### src/rtl/lsu_pkg.sv
// Shared definitions for the load/store unit: funct3 codes, FSM states, size and lane helpers.
// Latency: none (types and pure functions only).
// Backpressure: not applicable.
package lsu_pkg;

  localparam logic [2:0] F3_B  = 3'b000;
  localparam logic [2:0] F3_H  = 3'b001;
  localparam logic [2:0] F3_W  = 3'b010;
  localparam logic [2:0] F3_BU = 3'b100;
  localparam logic [2:0] F3_HU = 3'b101;

  typedef enum logic [2:0] {
    IDLE = 3'd0,
    ACC0 = 3'd1,
    ACC1 = 3'd2,
    RESP = 3'd3,
    ERR  = 3'd4
  } lsu_state_e;

  // Access size in bytes from funct3[1:0]; 2'b11 never reaches here as a legal code.
  function automatic logic [2:0] size_bytes(input logic [1:0] f3_sz);
    case (f3_sz)
      2'b00:   return 3'd1;
      2'b01:   return 3'd2;
      default: return 3'd4;
    endcase
  endfunction

  // 8-lane mask spanning two consecutive words; bits [7:4] set means the access splits.
  function automatic logic [7:0] lane_mask(input logic [1:0] f3_sz, input logic [1:0] off);
    logic [7:0] base;
    base = (8'd1 << size_bytes(f3_sz)) - 8'd1;
    return base << off;
  endfunction

  // Reserved size codes, and unsigned variants on stores, are rejected.
  function automatic logic f3_illegal(input logic we, input logic [2:0] f3);
    return (f3 == 3'b011) || (f3[2:1] == 2'b11) || (we && f3[2]);
  endfunction

endpackage

### src/rtl/lsu_load_extract.sv
// Selects the addressed bytes from a two-word read window and sign/zero extends them.
// Latency: purely combinational.
// Backpressure: none; output follows inputs.
module lsu_load_extract
  import lsu_pkg::*;
(
  input  logic [63:0] window,
  input  logic [1:0]  off,
  input  logic [2:0]  funct3,
  output logic [31:0] rdata
);

  logic [31:0] shifted;
  logic        sext;

  // Shift the window down by the byte offset, then extend from the top selected byte.
  always_comb begin
    shifted = window[{off, 3'b000} +: 32];
    sext    = ~funct3[2];
    case (funct3[1:0])
      2'b00:   rdata = {{24{sext & shifted[7]}}, shifted[7:0]};
      2'b01:   rdata = {{16{sext & shifted[15]}}, shifted[15:0]};
      default: rdata = shifted;
    endcase
  end

endmodule

### src/rtl/load_store_unit.sv
// RV32I load/store unit driving a four-lane byte-select data memory, splitting word-crossing accesses.
// Latency: aligned response 2 cycles after accept, split 3 cycles, illegal funct3 1 cycle.
// Backpressure: one request in flight; req_ready only in IDLE, next accept the cycle after rsp_valid.
module load_store_unit
  import lsu_pkg::*;
#(
  parameter int ADDR_WIDTH = 8
) (
  input  logic                  clk,
  input  logic                  rst,
  input  logic                  req_valid,
  output logic                  req_ready,
  input  logic                  req_we,
  input  logic [2:0]            req_funct3,
  input  logic [31:0]           req_addr,
  input  logic [31:0]           req_wdata,
  output logic                  rsp_valid,
  output logic [31:0]           rsp_rdata,
  output logic                  rsp_err,
  output logic [ADDR_WIDTH-3:0] mem_addr,
  output logic                  mem_we,
  output logic                  mem_re,
  output logic [3:0]            mem_byte_sel,
  output logic [31:0]           mem_wdata,
  input  logic [31:0]           mem_rdata
);

  localparam int IW = ADDR_WIDTH - 2;

  typedef struct packed {
    logic                  we;
    logic [2:0]            funct3;
    logic [ADDR_WIDTH-1:0] addr;
    logic [31:0]           wdata;
  } req_t;

  req_t       req_q;
  lsu_state_e state_q, state_d;
  logic [31:0] hold_q;

  logic [IW-1:0] idx, idx_nxt;
  logic [1:0]    off;
  logic [7:0]    mask;
  logic          split;
  logic [63:0]   wshift;
  logic [63:0]   window;
  logic [31:0]   ext_rdata;
  logic          accept;
  logic          addr_hi_unused;

  // Only the low ADDR_WIDTH address bits reach memory.
  assign addr_hi_unused = ^req_addr[31:ADDR_WIDTH];
  assign accept         = req_valid & req_ready;

  // Address split, lane mask and lane-aligned store data from the captured request.
  always_comb begin
    idx     = req_q.addr[ADDR_WIDTH-1:2];
    idx_nxt = idx + IW'(1);
    off     = req_q.addr[1:0];
    mask    = lane_mask(req_q.funct3[1:0], off);
    split   = |mask[7:4];
    wshift  = {32'b0, req_q.wdata} << {off, 3'b000};
    window  = split ? {mem_rdata, hold_q} : {32'b0, mem_rdata};
  end

  lsu_load_extract u_extract (
    .window (window),
    .off    (off),
    .funct3 (req_q.funct3),
    .rdata  (ext_rdata)
  );

  // Capture the request on acceptance; inputs are ignored in every other state.
  always_ff @(posedge clk) begin
    if (rst) begin
      req_q <= '0;
    end else if (accept) begin
      req_q.we     <= req_we;
      req_q.funct3 <= req_funct3;
      req_q.addr   <= req_addr[ADDR_WIDTH-1:0];
      req_q.wdata  <= req_wdata;
    end
  end

  // First word of a split load arrives during ACC1 and is held for the RESP merge.
  always_ff @(posedge clk) begin
    if (rst) begin
      hold_q <= '0;
    end else if (state_q == ACC1 && !req_q.we) begin
      hold_q <= mem_rdata;
    end
  end

  // State register.
  always_ff @(posedge clk) begin
    if (rst) begin
      state_q <= IDLE;
    end else begin
      state_q <= state_d;
    end
  end

  // Next state and outputs; reset forces idle outputs so an in-flight access is killed immediately.
  always_comb begin
    state_d      = state_q;
    req_ready    = 1'b0;
    rsp_valid    = 1'b0;
    rsp_err      = 1'b0;
    rsp_rdata    = '0;
    mem_addr     = '0;
    mem_we       = 1'b0;
    mem_re       = 1'b0;
    mem_byte_sel = '0;
    mem_wdata    = '0;
    case (state_q)
      IDLE: begin
        req_ready = 1'b1;
        if (req_valid) begin
          state_d = f3_illegal(req_we, req_funct3) ? ERR : ACC0;
        end
      end
      ACC0: begin
        mem_addr     = idx;
        mem_byte_sel = mask[3:0];
        mem_we       = req_q.we;
        mem_re       = ~req_q.we;
        mem_wdata    = wshift[31:0];
        state_d      = split ? ACC1 : RESP;
      end
      ACC1: begin
        mem_addr     = idx_nxt;
        mem_byte_sel = mask[7:4];
        mem_we       = req_q.we;
        mem_re       = ~req_q.we;
        mem_wdata    = wshift[63:32];
        state_d      = RESP;
      end
      RESP: begin
        rsp_valid = 1'b1;
        rsp_rdata = req_q.we ? 32'b0 : ext_rdata;
        state_d   = IDLE;
      end
      ERR: begin
        rsp_valid = 1'b1;
        rsp_err   = 1'b1;
        state_d   = IDLE;
      end
      default: state_d = IDLE;
    endcase
    if (rst) begin
      state_d      = IDLE;
      req_ready    = 1'b1;
      rsp_valid    = 1'b0;
      rsp_err      = 1'b0;
      rsp_rdata    = '0;
      mem_addr     = '0;
      mem_we       = 1'b0;
      mem_re       = 1'b0;
      mem_byte_sel = '0;
      mem_wdata    = '0;
    end
  end

endmodule

### config.mk
export PLATFORM = sky130hd
export DESIGN_NAME = load_store_unit
export DESIGN_NICKNAME = d
export VERILOG_FILES = /design/src/rtl/lsu_pkg.sv /design/src/rtl/lsu_load_extract.sv /design/src/rtl/load_store_unit.sv
export SDC_FILE = /design/constraint.sdc
export NUM_CORES = 1
export LEC_CHECK = 0
export CAP_MARGIN = 10
export CORE_ASPECT_RATIO = 0.9
export CORE_MARGIN = 2
export CORE_UTILIZATION = 53
export CTS_CLUSTER_SIZE = 25
export DETAILED_ROUTE_END_ITERATION = 10
export GPL_TIMING_DRIVEN = 0
export PLACE_DENSITY_LB_ADDON = 0.2
export SETUP_SLACK_MARGIN = 0.15
export SLEW_MARGIN = 20
export SYNTH_ARGS = -nofsm -noshare
export SYNTH_HDL_FRONTEND = slang
export SYNTH_HIERARCHICAL = 1
export SYNTH_SLANG_ARGS = --single-unit
### constraint.sdc
create_clock -name clk -period 7.5 [get_ports clk]
set_input_delay 2.25 -clock clk [delete_from_list [all_inputs] [get_ports clk]]
set_output_delay 2.25 -clock clk [all_outputs]
set_load 0.005 [all_outputs]
==> reports/metrics.cfg <==
[status]
status=finished, final reports clean

[global_route]
grt_max_degree=16
globalRouteTotalUtil_pct=32.2
grt_pass1_vias=6136
antenna_found_initial=0
overflow=0
grt_pass1_wl_um=32200

[sta]
rsz0062_at_grt=no
fin_crit_sh_pct=92.2
timing.fmax_mhz=145
setup_tns_ns=0
slew_headroom_pct=42.8
hold_violations=0
tightest_slew_ns=0.853
holdWs_ns=0.452
period_minus_slack_ns=6.92
clock_skew_ns=0.00640
setup_violations=0
slew_viol_final=0

[critical_path]
critPathTopFamily=buffers and inverters
critPathCapture=rsp_rdata[19]
path_class=input port to output port
startpoint_type=input port
crit_top_cell=clkdlybuf4s50_1
r2r_start=req_q[41]
worstPathRequired_ns=5.25
cp_cell_sequence=clkdlybuf4s50_1 -> mux2_4 -> mux4_2 -> mux2i_4 -> buf_6 -> o21ai_1 -> and2_1 -> clkdlybuf4s50_1
reg2reg_to=state_q[0]
crit_buf_inv=3
endpoint_kind=output port
max_stage_delay_ns=0.51
crit_slowest_cell=clkdlybuf4s50_1
cp.depth=8
crit_start=mem_rdata[23]
cp.arrival_ns=4.67
cp_max_fo=10
reg2reg_slack_ns=4.98
r2r_cells=10

[cts]
cts_hold_buf=0
post_cts_buffers=0
clk_latency_ns=0.34
h-tree-depth=3
cts-resized-gates=0
clockBufferDepth=2
cts_root_buffer=clkbuf_16
cts_buffers=9
clk_pin_slew_ns=0.06
clkSinkCount=79
cts_tree=yes

[layout]
n_antenna_cell=0
area_growth_pct=32.2
final_cells=1124
num-nets-final=1070
drive_above_1_share_pct=15.1

[synth]
syn_area_per_cell_um2=7.96
syn_inst=796
synth_area_mm2=0.00634
syn_nets=903
yosysWarnings=6

[power_and_ir_drop]
seqPwrFrac_pct=31.8
internal_power_mw=0.982
vdd_drop_max_uv=130
switching_power_mw=0.555
cellLeakagePower_nw=2.97
power_density_mw_per_mm2=183
power.share.combinational_pct=41.1
switching_share_pct=36.1
power.share.clock_pct=27.1

[placed_design]
place.gp.congestion=1.00
hpwl_um=16000
dp_cells=1108
port_buffers=156

[run]
max_cap_viol_count=0

[floorplanning]
die_area_mm2=0.0129
io-pin-count=182
start_util_pct=55.0
coreArea_mm2=0.0115
chipHeight_um=108
rows=37
die_width_um=119

[route]
drtPass1Iterations=6
drc_errors=0
drt_wl_total_um=20800
drtAntennaViolNets=0
dr.first_iter.drc_count=763
via_per_inst=6.06
vias=6814
wire_per_inst_um=18.5

[hold_path]
holdCritPathClass=flip-flop to flip-flop
hold_depth=2

tightest hold or removal path: cells and delay by family, from the launching register on:
kind               cells  cell delay (ns)
AOI/OAI and AO/OA      1             0.05
and+or+nand+nor        1             0.05
DFF                    1             0.31
flip-flops by register name, summed over array words and instances (netlist names):
register	flops
hold_q	32
state_q	3
req_q	36
idx	6
off	2
worst min path at each step:
stage,from,end,slack (ns)
floorplan,hold_q[0],hold_q[0],0.43
global placement,hold_q[14],hold_q[14],0.44
detailed placement,hold_q[12],hold_q[12],0.44
CTS,hold_q[12],hold_q[12],0.45
global route,hold_q[10],hold_q[10],0.47
finish,hold_q[12],hold_q[12],0.45
metal layers:
metal  global-route usage, %  routed length, µm  share of wire (%)
met1                    44.6               8350                 40
met2                    47.5               9070                 44
met3                    9.43               2740                 13
met4                    12.1                588                2.8
met5                       0                  0                  0
area by class of cell:
cell class / instances / area, µm²
Timing Repair Buffer: 156 / 1560
Buffer: 77 / 378
Multi-Input combinational cell: 634 / 4360
Clock buffer: 10 / 229
Clock inverter: 6 / 53.8
Tap cell: 156 / 195
Sequential cell: 79 / 1580
Fill cell: 925 / 3150
Inverter: 6 / 22.5
through the flow:
stage | setup slack, ns | total power [mW] | util, % | area [µm²]
floorplan | 1.68 | 0.917 | - | 6340
global placement | 0.626 | 1.10 | 70.2 | 8100
detailed placement | 0.608 | 1.11 | 70.2 | 8100
CTS | 0.608 | 1.53 | 72.7 | 8380
global route | 0.482 | 1.61 | 72.7 | 8380
finish | 0.584 | 1.54 | 72.7 | 8380
cell usage in the layout, fill, tap and decap left out, types with 27 or more instances in the layout:
| cell | count |
|---|---|
| buf_2 | 29 |
| a21oi_1 | 89 |
| dfxtp_1 | 79 |
| nor2_1 | 41 |
| mux4_2 | 31 |
| nor2b_1 | 27 |
| nand2_1 | 194 |
| clkdlybuf4s50_1 | 156 |
| and2_1 | 32 |
| mux2_2 | 31 |
| clkbuf_1 | 39 |
| o21ai_0 | 29 |
power groups by stage:
stage                     Sequential (mW)  Clock (mW)  Combinational (mW)
after detailed placement            0.495           0               0.614
after global placement              0.494           0               0.604
final                               0.488       0.417               0.632
after global routing                0.491       0.439               0.678
after CTS                           0.486       0.423               0.618
after floorplan                     0.483           0               0.434
No activity file was read; power rests on OpenSTA's default activity.
